[config.mk]
export PLATFORM = sky130hd
export DESIGN_NAME = bypass_controller
export DESIGN_NICKNAME = d
export VERILOG_FILES = /design/src/rtl/bypass_controller.sv
export SDC_FILE = /design/constraint.sdc
export NUM_CORES = 1
export LEC_CHECK = 0
export CAP_MARGIN = 15
export CORE_ASPECT_RATIO = 1.25
export CORE_MARGIN = 1
export CORE_UTILIZATION = 33
export DETAILED_ROUTE_END_ITERATION = 12
export GPL_TIMING_DRIVEN = 0
export PLACE_DENSITY_LB_ADDON = 0.12
export SLEW_MARGIN = 5
export SYNTH_ARGS = -nofsm -noshare
export SYNTH_HDL_FRONTEND = slang
export SYNTH_SLANG_ARGS = --single-unit
[constraint.sdc]
create_clock -name clk -period 1.5 [get_ports clk]
set_input_delay 0.45 -clock clk [delete_from_list [all_inputs] [get_ports clk]]
set_output_delay 0.45 -clock clk [all_outputs]
set_load 0.05 [all_outputs]
[src/rtl/bypass_controller.sv]
// bypass_controller: registers per-operand bypass selects by matching RR sources
// against producers issued one and two cycles earlier.
module bypass_controller #(
   parameter  int LANES  = 2,
   parameter  int PREG_W = 7,
   localparam int LW     = (LANES > 1) ? $clog2(LANES) : 1
) (
   input  logic                    clk,
   input  logic                    rst,
   input  logic                    stall,
   input  logic                    flush,
   input  logic [LANES-1:0]        rrValid,
   input  logic [LANES*PREG_W-1:0] phySrcA,
   input  logic [LANES*PREG_W-1:0] phySrcB,
   input  logic [LANES*PREG_W-1:0] phyDst,
   input  logic [LANES-1:0]        readA,
   input  logic [LANES-1:0]        readB,
   input  logic [LANES-1:0]        writeReg,
   output logic [LANES*2-1:0]      ctrlASel,
   output logic [LANES*LW-1:0]     ctrlALane,
   output logic [LANES*2-1:0]      ctrlBSel,
   output logic [LANES*LW-1:0]     ctrlBLane
);
   logic [LANES-1:0]             s1_valid, s2_valid;
   logic [LANES-1:0][PREG_W-1:0] s1_dst, s2_dst;
   logic [LANES-1:0][1:0]        a_sel, b_sel;
   logic [LANES-1:0][LW-1:0]     a_lane, b_lane;
   logic [PREG_W-1:0]            src_a, src_b;

   // Scan high-to-low so the lowest lane wins; stage 1 is scanned last so it beats stage 2.
   always_comb begin
      a_sel  = '0;
      a_lane = '0;
      b_sel  = '0;
      b_lane = '0;
      src_a  = '0;
      src_b  = '0;
      for (int i = 0; i < LANES; i++) begin
         src_a = phySrcA[i*PREG_W +: PREG_W];
         src_b = phySrcB[i*PREG_W +: PREG_W];
         for (int j = LANES - 1; j >= 0; j--) begin
            if (s2_valid[j] && s2_dst[j] == src_a) begin
               a_sel[i]  = 2'd2;
               a_lane[i] = LW'(j);
            end
            if (s2_valid[j] && s2_dst[j] == src_b) begin
               b_sel[i]  = 2'd2;
               b_lane[i] = LW'(j);
            end
         end
         for (int j = LANES - 1; j >= 0; j--) begin
            if (s1_valid[j] && s1_dst[j] == src_a) begin
               a_sel[i]  = 2'd1;
               a_lane[i] = LW'(j);
            end
            if (s1_valid[j] && s1_dst[j] == src_b) begin
               b_sel[i]  = 2'd1;
               b_lane[i] = LW'(j);
            end
         end
         if (!(rrValid[i] && readA[i])) begin
            a_sel[i]  = '0;
            a_lane[i] = '0;
         end
         if (!(rrValid[i] && readB[i])) begin
            b_sel[i]  = '0;
            b_lane[i] = '0;
         end
      end
   end

   always_ff @(posedge clk or posedge rst) begin
      if (rst) begin
         s1_valid  <= '0;
         s2_valid  <= '0;
         s1_dst    <= '0;
         s2_dst    <= '0;
         ctrlASel  <= '0;
         ctrlALane <= '0;
         ctrlBSel  <= '0;
         ctrlBLane <= '0;
      end else if (flush) begin
         s1_valid  <= '0;
         s2_valid  <= '0;
         ctrlASel  <= '0;
         ctrlALane <= '0;
         ctrlBSel  <= '0;
         ctrlBLane <= '0;
      end else if (!stall) begin
         s1_valid  <= rrValid & writeReg;
         s1_dst    <= phyDst;
         s2_valid  <= s1_valid;
         s2_dst    <= s1_dst;
         ctrlASel  <= a_sel;
         ctrlALane <= a_lane;
         ctrlBSel  <= b_sel;
         ctrlBLane <= b_lane;
      end
   end
endmodule

==> impl_metrics.json <==
{
  "ant_nets": 0,
  "core.rowCount": 40,
  "dr_total_vias": 2480,
  "synth_cells": 330,
  "drt_pre_antenna_iters": 4,
  "fp.dieW_um": 90.6,
  "coreArea_um2": 9560,
  "yosysMostFrequentCell": "xnor2_1",
  "stdcell_count": 512,
  "grt_pass1_wl_mm": 15.0,
  "initial_core_util": 0.339,
  "gp_congestion": 0.885,
  "antenna_found_initial": 0,
  "avgSynthCellArea_um2": 9.81,
  "power.leakage_nw": 1.64,
  "layout-drive-gt1-share": 0.365,
  "period_needed_ps": 1620,
  "fmax_mhz": 616,
  "hold_class": "register to register",
  "crit_path_end_kind": "register",
  "critical_path.cell_chain": "buf_6 -> xor2_2 -> nor4_2 -> nand4_1 -> nor2b_1 -> o31ai_2",
  "routed_wirelength_mm": 9.46,
  "nNetsFinal": 439,
  "pin_count": 66,
  "clkTransAtPathRegs_ps": 60,
  "setup.worst_path.class": "register to register",
  "maxCapViolCount": 0,
  "antenna_cells": 0,
  "p_sw_frac": 0.322,
  "hold_viol_final": 0,
  "cts_sinks": 44,
  "clkPwrFrac": 0.292,
  "place_area_um2": 3910,
  "drt_iter0_drc": 108,
  "synth_area_leaders": "dfrtp_1 (34%), xnor2_1 (24%), mux2_2 (9.7%), xor2_1 (6.2%), nand4_1 (5.4%)",
  "area_delta_synth_final_pct": 35.8,
  "yosys_warnings": 0,
  "synthesis.nets": 384,
  "grt_overflow": 0,
  "violations": "setup timing",
  "startpoint_type": "register",
  "total_power_w": 0.00461,
  "period_share": 1.08,
  "post-route-drc-count": 0,
  "status": "finished, violations left",
  "cts_root_buffer": "clkbuf_16",
  "power_density_nw_per_um2": 1050,
  "slew_viol_final": 0,
  "io_buffers": 49,
  "cts_tree": "done",
  "seqPwrFrac": 0.339,
  "syn_area_um2": 3240,
  "synth-seq-cells": 44,
  "skew_ps": 5.80,
  "critical_path.max_stage_delay_ps": 440,
  "cp_max_fo": 4,
  "crit_buf_inv": 1,
  "synth_common_cells": "xnor2_1 (88), dfrtp_1 (44), mux2_2 (28), nand4_1 (28), buf_2 (24)",
  "synth_top_area_cell": "dfrtp_1",
  "synth_cell_type_count": 24,
  "h-tree-depth": 2,
  "grt_max_degree": 30,
  "avgViaCountPerCell": 4.84,
  "crit_required_ps": 1700,
  "final.setup.worst_slack_ps": -124,
  "tightest_slew_ps": 400,
  "wl_per_cell_um": 18.5,
  "fin_area_um2": 4400,
  "first_global_vias": 2469,
  "die_area_um2": 10200,
  "synth_top_area_frac": 0.340,
  "whs_ps": 464,
  "power_frac_comb": 0.369,
  "crit_slowest_cell": "dfrtp_2",
  "async_flop_share": 1.00,
  "synthFlopType": "dfrtp_1",
  "cts.path.max_buffers": 2,
  "ir_worst_vdd_uv": 518,
  "rsz0062_at_grt": "yes",
  "power.internal_w": 0.00313,
  "cts_made_buffers": 5,
  "place_inst": 506,
  "synth_enable_flop_cells": 0,
  "setup_violations": 6,
  "hpwl_mm": 7.54,
  "utilization": 0.460,
  "hold_buffers": 0,
  "die_h_um": 113,
  "clock_latency_ps": 290,
  "cp.arrival_ps": 1820,
  "ys_seq_area_frac": 0.340,
  "p_sw_w": 0.00148,
  "crit_family": "simple AND/OR/NAND/NOR gates",
  "grtUsageTotal": 0.199,
  "relSlewSlack": 0.733
}
==> what timing repair did <==
| item | CTS | global route |
|---|---|---|
| gates resized for setup | 83 | 44 |
| setup buffers | 5 | 7 |
| pin swaps | 14 | 30 |
| endpoints found under the setup margin | 54 | 15 |
==> final cells by class <==
| cell class | count | area (um2) |
|---|---|---|
| buffer | 35 | 220 |
| inverter | 1 | 3.75 |
| tap | 126 | 158 |
| clock inverter | 1 | 30.0 |
| clock buffer | 7 | 153 |
| fill | 932 | 5160 |
| multi-input combinational | 236 | 2120 |
| timing repair buffer | 62 | 602 |
| sequential | 44 | 1110 |
==> routing by layer <==
layer / GRT usage / vias to the layer above / wire length [um]
met5: 0 / - / 0
met4: 0.0763 / 0 / 248
met3: 0.0316 / 15 / 342
met2: 0.327 / 57 / 4650
met1: 0.264 / 1211 / 4220
li1: - / 1197 / -
==> cell families after synthesis <==
logic type                after synthesis  synth area share
xor gates and xnor gates              112             0.305
DFF                                    44             0.340
AOI/OAI and AO/OA                      24            0.0603
and+or+nand+nor                        70             0.108
muxes                                  30             0.104
buffers and inverters                  50            0.0827
==> cell usage in the layout (no fill, tap or decap), types with 2 or more instances in the layout <==
cell type and count:
xnor2_1 79, dfrtp_1 35, nand4_1 28, mux2_2 28, clkdlybuf4s50_1 23, buf_2 19, xor2_1 16, nand2_1 16
nor2_1 12, buf_4 11, clkdlybuf4s15_2 11, dlygate4sd2_1 10, xnor2_2 9, dfrtp_2 9, clkbuf_1 8, buf_6 8
xor2_2 7, clkbuf_16 5, nor2_2 4, o2111ai_2 4, o31ai_2 4, o2111ai_1 4, o21ai_1 4, nor2_4 3
a21oi_2 3, nor4_2 2, nor2b_1 2, nor4_4 2, o21a_1 2, mux2i_1 2, a32o_1 2, clkbuf_2 2
clkbuf_8 2, buf_12 2
==> power groups by stage <==
stage | logic, W | registers (W) | clock network, W
after CTS | 0.00159 | 0.00151 | 0.00137
after global routing | 0.00183 | 0.00159 | 0.00142
final | 0.00170 | 0.00156 | 0.00135
after detailed placement | 0.00166 | 0.00140 | 0
after global placement | 0.00165 | 0.00140 | 0
after floorplan | 0.00121 | 0.00139 | 0
==> worst min-delay path: cells and delay by family, from the launching register on <==
| kind | cells | cell delay (ps) |
|---|---|---|
| flip-flops | 1 | 340 |
| AND/OR/NAND/NOR | 2 | 100 |
==> metrics by stage <==
| stage | setup slack, ps | TNS [ps] |
|---|---|---|
| floorplan | 18.9 | 0 |
| global placement | -1010 | -68070 |
| detailed placement | -811 | -23440 |
| CTS | -103 | -439 |
| global route | -207 | -1090 |
| finish | -124 | -436 |
==> state kept, by name (all words and copies together) (netlist names) <==
name and flops:
s2_dst 14, ctrlBSel 4, s1_dst 14, ctrlASel 4, s1_valid 2, ctrlBLane 2
s2_valid 2, ctrlALane 2
==> path summary, 6_finish.rpt <==
path / cells past startpoint / end / start / slack, ps
worst max-delay path: 6 / ctrlASel[3] / s2_dst[3] / -120
worst min-delay path: 2 / ctrlBSel[0] / ctrlBSel[0] / 460
worst max register to register: 6 / ctrlASel[3] / s2_dst[3] / -120
worst min register to register: 2 / ctrlBSel[0] / ctrlBSel[0] / 460
max in group asynchronous: 3 / s2_dst[2] / rst / 510
min in group asynchronous: 2 / s1_dst[4] / rst / 480
No activity file was read; power rests on OpenSTA's default activity.
